==> config.mk <==
export PLATFORM = sky130hd
export DESIGN_NAME = cache_refill_ctrl
export DESIGN_NICKNAME = d
export VERILOG_FILES = /design/src/rtl/cache_refill_ctrl.sv
export SDC_FILE = /design/constraint.sdc
export NUM_CORES = 1
export LEC_CHECK = 0
export CORE_MARGIN = 4
export CORE_UTILIZATION = 30
export DETAILED_ROUTE_END_ITERATION = 10
export PLACE_DENSITY_LB_ADDON = 0.15
export SLEW_MARGIN = 20
export SYNTH_ARGS = -nofsm -noshare
export SYNTH_HDL_FRONTEND = slang
export SYNTH_SLANG_ARGS = --single-unit
==> constraint.sdc <==
create_clock -name clk -period 11.75 [get_ports clk]
set_clock_uncertainty 0.15 [all_clocks]
set_input_delay 2.9375 -clock clk [delete_from_list [all_inputs] [get_ports clk]]
set_output_delay 2.9375 -clock clk [all_outputs]
set_load 0.02 [all_outputs]
==> src/rtl/cache_refill_ctrl.sv <==
// cache_refill_ctrl: two-word cache line refill engine, critical word first.
// Ports: clk/rst, miss_req/miss_addr from the cache, crit_* early word,
// refill_* full line, mem_req/mem_addr/mem_rdata/mem_ack to memory, refill_count.
module cache_refill_ctrl #(
    parameter int ADDR_W = 32,
    parameter int DATA_W = 32,
    parameter int SET_W  = 4,
    parameter int TAG_W  = ADDR_W - 7
) (
    input  logic                clk,
    input  logic                rst,
    input  logic                miss_req,
    input  logic [ADDR_W-1:0]   miss_addr,
    output logic                busy,
    output logic                crit_valid,
    output logic [DATA_W-1:0]   crit_data,
    output logic                refill_valid,
    output logic [2*DATA_W-1:0] refill_data,
    output logic [TAG_W-1:0]    refill_tag,
    output logic [SET_W-1:0]    refill_set,
    output logic                mem_req,
    output logic [ADDR_W-1:0]   mem_addr,
    input  logic [DATA_W-1:0]   mem_rdata,
    input  logic                mem_ack,
    output logic [15:0]         refill_count
);

    typedef enum logic [1:0] {
        IDLE        = 2'd0,
        FETCH_CRIT  = 2'd1,
        FETCH_OTHER = 2'd2,
        DONE        = 2'd3
    } state_t;

    state_t                    state_q;
    logic                      busy_q;
    logic                      mem_req_q;
    logic                      refill_valid_q;
    logic [ADDR_W-1:0]         addr_q;
    logic [1:0][DATA_W-1:0]    line_q;
    logic [1:0][DATA_W-1:0]    line_d;
    logic [DATA_W-1:0]         crit_data_q;
    logic [2*DATA_W-1:0]       refill_data_q;
    logic [TAG_W-1:0]          refill_tag_q;
    logic [SET_W-1:0]          refill_set_q;
    logic [15:0]               refill_count_q;
    logic                      word_ack;

    // Byte offset within a word never reaches memory.
    logic unused_byte_bits;
    assign unused_byte_bits = ^miss_addr[1:0];

    // An ack only counts while a request is actually outstanding.
    assign word_ack = mem_ack && (state_q == FETCH_CRIT || state_q == FETCH_OTHER);

    // addr_q[2] always points at the slot currently being fetched; it is
    // flipped after the critical word so the same bit selects both slots.
    always_comb begin
        line_d = line_q;
        if (word_ack) begin
            line_d[addr_q[2]] = mem_rdata;
        end
    end

    always_ff @(posedge clk or posedge rst) begin
        if (rst) begin
            state_q        <= IDLE;
            busy_q         <= 1'b0;
            mem_req_q      <= 1'b0;
            refill_valid_q <= 1'b0;
            addr_q         <= '0;
            line_q         <= '0;
            crit_data_q    <= '0;
            refill_data_q  <= '0;
            refill_tag_q   <= '0;
            refill_set_q   <= '0;
            refill_count_q <= '0;
        end else begin
            refill_valid_q <= 1'b0;
            line_q         <= line_d;
            unique case (state_q)
                IDLE: begin
                    if (miss_req) begin
                        addr_q    <= {miss_addr[ADDR_W-1:2], 2'b00};
                        busy_q    <= 1'b1;
                        mem_req_q <= 1'b1;
                        state_q   <= FETCH_CRIT;
                    end
                end
                FETCH_CRIT: begin
                    if (mem_ack) begin
                        crit_data_q <= mem_rdata;
                        addr_q[2]   <= ~addr_q[2];
                        state_q     <= FETCH_OTHER;
                    end
                end
                FETCH_OTHER: begin
                    if (mem_ack) begin
                        // Line outputs are loaded here so they change
                        // only as the refill_valid pulse begins.
                        mem_req_q      <= 1'b0;
                        refill_valid_q <= 1'b1;
                        refill_data_q  <= line_d;
                        refill_tag_q   <= addr_q[ADDR_W-1 -: TAG_W];
                        refill_set_q   <= addr_q[3 +: SET_W];
                        state_q        <= DONE;
                    end
                end
                DONE: begin
                    busy_q         <= 1'b0;
                    refill_count_q <= refill_count_q + 16'd1;
                    state_q        <= IDLE;
                end
            endcase
        end
    end

    // The critical word is forwarded straight from memory in its ack cycle.
    assign crit_valid   = (state_q == FETCH_CRIT) && mem_ack;
    assign crit_data    = crit_valid ? mem_rdata : crit_data_q;

    assign busy         = busy_q;
    assign mem_req      = mem_req_q;
    assign mem_addr     = addr_q;
    assign refill_valid = refill_valid_q;
    assign refill_data  = refill_data_q;
    assign refill_tag   = refill_tag_q;
    assign refill_set   = refill_set_q;
    assign refill_count = refill_count_q;

    a_pulses_exclusive: assert property (
        @(posedge clk) disable iff (rst) !(crit_valid && refill_valid)
    );

    a_word_aligned: assert property (
        @(posedge clk) disable iff (rst) mem_addr[1:0] == 2'b00
    );

    a_req_stable: assert property (
        @(posedge clk) disable iff (rst)
        (mem_req && !mem_ack) |=> (mem_req && $stable(mem_addr))
    );

endmodule
==> results.toml, run 1 <==
[pwr]
cellPowerDensity_nw_per_um2 = 308.4
power_leakage_nw = 5.806
vdd_drop_max_uv = 128.0

[timing]
min_period_ns = 8.618
hold_viol = 0
fin_crit_sh = 0.7334
worstMarginPinSlew_ns = 1.032
final_max_slew_viol_count = 0
rsz0062_at_grt = "false"
max_freq_mhz = 116.0
relSlewSlack = 0.3093
setup-tns-final_ns = 0
setup_viol = 0

[yosys]
synth_seq_cells = 240
ys_top_cells_by_area = "dfrtp_1 (65%), mux2_2 (18%), nand2_1 (8.3%), mux2_1 (1.5%), buf_2 (1.3%)"
ys_types = 30
synth_area_um2 = 9176
ys_seq_area_frac = 0.6545
synth_edf_count = 0
async_flop_share = 1.000
synth_top_area_share = 0.6545
synthFlopType = "dfrtp_1"
avgSynthCellArea_um2 = 13.05
ys_warn_count = 0
yosysTopAreaCell = "dfrtp_1"
netlist_instances = 703
synthTopCellsByCount = "dfrtp_1 (240), nand2_1 (202), mux2_2 (144), buf_2 (24), mux2_1 (12)"
yosysMostFrequentCell = "dfrtp_1"

[clocking]
cts_sinks = 240
cts-htree-levels = 1
cts_made_buffers = 28
cts_root_buffer = "clkbuf_16"
cts_setup_buffers = 0
clk_pin_slew_ns = 0.06
tritoncts = "yes"
cts_resized = 0
ctsHoldBuffers = 0
clk_path_buf_depth = 3
clk_latency_ns = 0.53

[cells_and_area]
layout.nets = 1022
drive_gt1_frac = 0.2070
fin_util = 0.4316
area_growth_pct = 40.51
fillers = 2864

[global_route]
groute.layer.met2.usage = 0.2151
grt_pass1_wl_um = 36720
grt.overflow.total = 0
grt_pass1_vias = 6215
grt-busiest-layer = "met2"
met1_usage = 0.1829
antenna_found_initial = 1
grt_start_max_net_pins = 134
track_usage = 0.1355
grt_use_met3 = 0.03848

[worst_hold_path]
min_from = "refill_data[4]"
whs_endpoint = "refill_data[4]"
hold_depth = 2
worstHoldPathType = "reg -> reg"

[setup_path]
critPathMaxStageDelay_ns = 0.76
timing.rr.start = "state_q[0]"
end_kind = "output port"
crit_chain = "clkdlybuf4s50_1 -> nand2_2 -> mux2_2 -> clkdlybuf4s50_1"
cp_slowest_cell = "clkdlybuf4s50_1"
crit_top_cell = "clkdlybuf4s50_1"
crit_family = "buffers and inverters"
path_buf_inv = 2
crit_start = "mem_ack"
r2r-end = "refill_set[3]"
cp_max_fo = 33
cp_data_arrival_time_ns = 5.53
r2r_setup_slack_ns = 8.94
cp.required_ns = 8.66
worstRegToRegCells = 6
startpoint_type = "input pin"
path_class = "in -> out"

[die]
num_rows = 63
die_area_um2 = 33450
start_util = 0.3072
die_w_um = 182.9
die_h_um = 182.9
core_um2 = 29870
io_pins = 245

[placed_design]
portBuffers = 240
gp_congestion = 0.7263
dpl.hpwl_um = 14750

[route]
vias_per_cell = 4.369
drc_errors = 0
final_antenna_net_count = 0
routed_wl_um = 22900
via_count = 5929
wire_per_inst_um = 16.88
dr.pass1.iters = 4
initialDrtViolationCount = 245

[flow_run]
timing.max_cap.violations = 0

[run_status]
status = "completed"
## layout by cell type (no fill, tap or decap), types with 7 or more instances in the layout
| master | synthesis | layout |
|---|---|---|
| dfrtp_1 | 240 | 240 |
| mux2_2 | 144 | 144 |
| clkbuf_1 | 3 | 7 |
| mux2_1 | 12 | 12 |
| clkdlybuf4s50_1 | 0 | 240 |
| xnor2_1 | 9 | 9 |
| nand2_1 | 202 | 200 |
| ha_1 | 7 | 7 |
| nor2_1 | 10 | 10 |
| clkbuf_16 | 0 | 29 |
## logic make-up (layout without fill, tap and decap cells)
logic type               after synthesis  count (layout)  synth area share
other                                  1               3         0.0004087
AO/OA/AOI/OAI                         10              10          0.005863
adder cells (fa/ha/maj)                7               7          0.009544
XOR/XNOR                              15              15           0.01432
flip-flops                           240             240            0.6545
multiplexers                         156             156            0.1914
AND/OR/NAND/NOR                      233             233            0.1027
buffers and inverters                 41             303           0.02127
## where the power goes
part           switching [mW]  internal (mW)
sequential              0.165           1.22
clock                   0.334          0.530
combinational           0.878          0.851
total                    1.38           2.60
## layout make-up
class	instances	area (um^2)	area share
Sequential cell	240	6006	0.4658
Multi-Input combinational cell	423	2989	0.2318
Timing Repair Buffer	246	2447	0.1898
Clock buffer	42	834.6	0.06473
Tap cell	390	488.0	0.03785
Clock inverter	7	88.84	0.006890
Inverter	8	37.54	0.002911
Antenna cell	1	2.502	0.0001941
## flip-flops by register name, indices dropped and copies added, names as in the netlist
signal        cells
line_q           64
refill_data      64
crit_data_q      32
mem_addr         30
refill_tag       25
refill_count     16
refill_set        4
state_q           2
busy              1
mem_req           1
refill_valid      1
## worst reg2reg max path: stages, from the launching register on
cell     delay (ns)
dfrtp_1        0.42
inv_1          0.14
ha_1           0.27
nand2_4        0.32
inv_2          0.33
buf_4          0.57
mux2_2         0.48
## metal layers
| metal | part of all wire | vias to the layer above |
|---|---|---|
| li1 | - | 2808 |
| met1 | 0.44 | 2938 |
| met2 | 0.46 | 145 |
| met3 | 0.066 | 38 |
| met4 | 0.028 | 0 |
| met5 | 0 | - |
## metrics by stage
stage                     std cells  hold WS [ns]  total power, mW  worst slack [ns]  instance area, um^2
after CTS                      1356        0.3260            4.058             3.060                12890
after detailed placement       1307        0.3112            3.162             3.064                11970
after global placement         1307        0.3088            3.143             3.092                11970
after floorplan                 704        0.3114            2.372             2.074                 9180
final                          1357        0.3186            3.976             3.132                12890
after global routing           1357        0.3339            4.240             2.975                12890
## how the worst max path moves through the flow
stage / endpoint / slack [ns] / cells after the start
CTS: crit_data[31] / 3.06 / 4
floorplan: busy / 2.07 / 1
global placement: crit_data[31] / 3.09 / 4
finish: crit_data[21] / 3.13 / 4
global route: crit_data[31] / 2.97 / 4
detailed placement: crit_data[31] / 3.06 / 4
No activity file was read; power rests on OpenSTA's default activity.
==> inputs of run 2 (changes only) <==
==> constraint.sdc (replaced) <==
create_clock -name clk -period 8.3 [get_ports clk]
set_clock_uncertainty 0.15 [all_clocks]
set_input_delay 2.075 -clock clk [delete_from_list [all_inputs] [get_ports clk]]
set_output_delay 2.075 -clock clk [all_outputs]
set_load 0.02 [all_outputs]
==> results.toml, run 2 (same netlist as run 1, synthesis figures left out) <==
[clocking]
cts_root_buffer = "clkbuf_16"
cts_setup_buffers = 0
clk_path_buf_depth = 3
clk_latency_ns = 0.52
cts-htree-levels = 1
cts_resized = 0
tritoncts = "yes"
cts_made_buffers = 28
ctsHoldBuffers = 0
cts_sinks = 240
clk_pin_slew_ns = 0.05

[setup_path]
timing.rr.start = "state_q[0]"
r2r-end = "refill_data[56]"
r2r_setup_slack_ns = 5.54
startpoint_type = "input pin"
cp.required_ns = 6.08
worstRegToRegCells = 6
end_kind = "output port"
path_class = "in -> out"
cp_max_fo = 33
cp_data_arrival_time_ns = 4.65

[cells_and_area]
layout.nets = 1021
drive_gt1_frac = 0.2081
diodes = 0
design_area_um2 = 12860
area_growth_pct = 40.16
layout_common_cells = "dfrtp_1 (240), clkdlybuf4s50_1 (240), nand2_1 (200)"

[pwr]
total_power_mw = 5.574
cellPowerDensity_nw_per_um2 = 433.4
vdd_drop_max_uv = 215.7
power_leakage_nw = 5.793

[timing]
worstMarginPinSlew_ns = 1.016
setup-tns-final_ns = 0
hold_viol = 0
fin_ws_ns = 1.426
min_period_ns = 6.874
final_max_slew_viol_count = 0
fin_crit_sh = 0.8281
setup_viol = 0
relSlewSlack = 0.3203
max_freq_mhz = 145.5
rsz0062_at_grt = "false"

[route]
drt-met1-wl_um = 9965
dr.pass1.iters = 4
wl_met2_um = 10520
wl_met3_um = 1684
via_count = 5879
final_antenna_net_count = 0
vias_per_cell = 4.336
wire_per_inst_um = 16.61
dr.max_layer_used = "met4"
routed_wl_um = 22530
initialDrtViolationCount = 269
drc_errors = 0

[global_route]
grt_pass1_wl_um = 36100
grt_pass1_vias = 6258
grt_start_max_net_pins = 136
grt.overflow.total = 0
track_usage = 0.1327
antenna_found_initial = 0

[worst_hold_path]
worstHoldPathType = "reg -> reg"
whs_endpoint = "refill_data[41]"
hold_depth = 2
min_from = "refill_data[41]"

[run_status]
status = "completed"

[placed_design]
dpl.hpwl_um = 14660
post-place-ws_ns = 1.359
gp_congestion = 0.6878
portBuffers = 240
placed_cell_area_um2 = 11970

[die]
die_h_um = 182.9
die_area_um2 = 33450
start_util = 0.3072
io_pins = 245
core_um2 = 29870
num_rows = 63
die_w_um = 182.9

[flow_run]
timing.max_cap.violations = 0
==> run 2: cell types whose count changed in the layout (fill, tap and decap cells not counted) <==
cell        previous run  this run
clkbuf_8               6         5
buf_4                  6         4
clkinvlp_4             0         1
inv_8                  1         0
buf_12                 0         1
diode_2                1         0
clkinv_2               4         9
bufinv_16              2         1
clkbuf_1               7         6
inv_6                  1         0
==> run 2: final cells by class <==
type	count	area, um^2
Fill cell	2868	17010
Sequential cell	240	6006
Inverter	8	33.78
Clock inverter	10	75.07
Timing Repair Buffer	245	2452
Multi-Input combinational cell	423	2989
Tap cell	390	488.0
Clock buffer	40	817.0
==> run 2: critical path: stages <==
cell and delay [ns]:
clkdlybuf4s50_1 0.77, nand2_2 0.70, mux2_2 0.53, clkdlybuf4s50_1 0.55
==> run 2: how the worst max path moves through the flow <==
stage / start / to / depth (start not counted)
global placement: mem_ack / crit_data[17] / 4
global route: mem_ack / crit_data[23] / 4
CTS: mem_ack / crit_data[17] / 4
floorplan: rst / busy / 1
detailed placement: mem_ack / crit_data[17] / 4
finish: mem_ack / crit_data[12] / 4
==> run 2: through the flow <==
stage,std cells,hold slack (ns),utilization
after floorplan,704,0.3114,-
after global placement,1306,0.3094,0.4006
after CTS,1356,0.3252,0.4305
after detailed placement,1306,0.3114,0.4006
after global routing,1356,0.3373,0.4305
final,1356,0.3175,0.4305
==> run 2: power by group <==
group	internal, mW	leakage [nW]	total (mW)	switching, mW
registers	1.72	2.92	1.96	0.233
logic	1.21	2.42	2.44	1.23
clock network	0.710	0.450	1.18	0.468
==> run 2: per-layer routing <==
layer	GRT usage	up-vias
li1	-	2800
met1	0.1793	2912
met2	0.2113	145
met3	0.04324	22
met4	0.02801	0
met5	0	-
==> inputs of run 3 (changes only) <==
==> constraint.sdc (replaced) <==
create_clock -name clk -period 7.1 [get_ports clk]
set_clock_uncertainty 0.15 [all_clocks]
set_input_delay 1.775 -clock clk [delete_from_list [all_inputs] [get_ports clk]]
set_output_delay 1.775 -clock clk [all_outputs]
set_load 0.02 [all_outputs]
==> results.toml, run 3 (same netlist as run 1, synthesis figures left out) <==
[run_status]
status = "completed"

[timing]
fin_crit_sh = 0.8662
relSlewSlack = 0.2901
worstMarginPinSlew_ns = 1.064
rsz0062_at_grt = "false"
min_period_ns = 6.150
final_max_slew_viol_count = 0
fin_ws_ns = 0.9499
max_freq_mhz = 162.6
setup-tns-final_ns = 0
hold_viol = 0
setup_viol = 0

[route]
vias_per_cell = 4.377
wire_per_inst_um = 17.05
dr.pass1.iters = 4
routed_wl_um = 23070
via_count = 5922
drc_errors = 0
initialDrtViolationCount = 229
final_antenna_net_count = 0

[clocking]
cts-htree-levels = 1
cts_setup_buffers = 0
clk_path_buf_depth = 3
tritoncts = "yes"
cts_made_buffers = 29
cts_sinks = 240
cts_root_buffer = "clkbuf_16"
ctsHoldBuffers = 0
cts_resized = 0
clk_latency_ns = 0.52
clk_pin_slew_ns = 0.06

[pwr]
vdd_drop_max_uv = 239.6
power_leakage_nw = 5.782
cellPowerDensity_nw_per_um2 = 506.0
total_power_mw = 6.508

[setup_path]
startpoint_type = "input pin"
path_class = "in -> out"
critPathMaxStageDelay_ns = 0.66
end_kind = "output port"
cp.required_ns = 5.18
path_buf_inv = 3
crit_family = "buffers and inverters"
crit_top_cell = "clkdlybuf4s50_1"
cp_max_fo = 15
cp_slowest_cell = "clkdlybuf4s50_1"
cp_data_arrival_time_ns = 4.23
crit_chain = "clkdlybuf4s50_1 -> nand2_2 -> buf_4 -> mux2_2 -> clkdlybuf4s50_1"

[die]
die_h_um = 182.9
start_util = 0.3072
num_rows = 63
io_pins = 245
core_um2 = 29870
die_area_um2 = 33450
die_w_um = 182.9

[cells_and_area]
fin_util = 0.4305
area_growth_pct = 40.14
layout_common_cells = "dfrtp_1 (240), clkdlybuf4s50_1 (240), nand2_1 (200)"
drive_gt1_frac = 0.2066
fin_cells = 1353
diodes = 0
layout.nets = 1024
fillers = 2875

[global_route]
grt_pass1_wl_um = 36730
antenna_found_initial = 0
grt_start_max_net_pins = 113
grt_pass1_vias = 6342
grt.overflow.total = 0
track_usage = 0.1356

[placed_design]
post-place-ws_ns = 0.8711
gp_congestion = 0.6980
dpl.hpwl_um = 14920
dpl.cell_count = 1308
portBuffers = 240

[flow_run]
timing.max_cap.violations = 0

[worst_hold_path]
worstHoldPathType = "reg -> reg"
[run 3: cell types whose count changed in the layout (fill, tap and decap cells not counted), sizes merged]
| cell | before | now |
|---|---|---|
| clkinvlp | 1 | 2 |
| buf | 5 | 7 |
| clkinv | 9 | 3 |
| bufinv | 1 | 0 |
| clkbuf | 40 | 41 |
[run 3: final timing paths]
check / from / end / slack (ns) / cells past startpoint
min in group asynchronous: rst / refill_data[38] / 1.56 / 2
worst max register to register: state_q[0] / refill_data[58] / 4.28 / 6
worst min-delay path: refill_data[45] / refill_data[45] / 0.32 / 2
worst max-delay path: mem_ack / crit_data[29] / 0.95 / 5
max in group asynchronous: rst / line_q[62] / 4.19 / 3
worst min register to register: refill_data[45] / refill_data[45] / 0.32 / 2
[run 3: through the flow]
step	area (um^2)	hold WS, ns
after floorplan	9184	0.3114
after global placement	12000	0.3082
after detailed placement	12000	0.3112
after CTS	12860	0.3252
after global routing	12860	0.3424
final	12860	0.3198
[run 3: cell type report]
| class | instances | area, um^2 | share of cell area |
|---|---|---|---|
| Sequential cell | 240 | 6006 | 0.4670 |
| Multi-Input combinational cell | 423 | 2989 | 0.2324 |
| Clock inverter | 4 | 22.52 | 0.001751 |
| Clock buffer | 41 | 840.8 | 0.06538 |
| Timing Repair Buffer | 247 | 2480 | 0.1928 |
| Tap cell | 390 | 488.0 | 0.03795 |
| Inverter | 8 | 33.78 | 0.002627 |
[run 3: worst reg2reg max path: cells and delay by family, from the launching register on]
kind,cells,cell delay [ns]
adders and majority gates,1,0.38
muxes,1,0.68
and+or+nand+nor,3,0.97
buffers and inverters,1,0.11
DFF,1,0.41
[run 3: power breakdown]
part	switching (mW)	total [mW]	internal (mW)	leakage, nW
clock	0.543	1.35	0.808	0.425
combinational	1.45	2.87	1.41	2.43
sequential	0.272	2.29	2.02	2.92
[run 3: routing by layer]
layer	vias up	track usage	wire, um	share of wire
li1	2796	-	-	-
met4	0	0.03456	514	0.022
met5	-	0	0	0
met3	31	0.03868	1539	0.067
met2	147	0.2221	10940	0.47
met1	2948	0.1787	10070	0.44
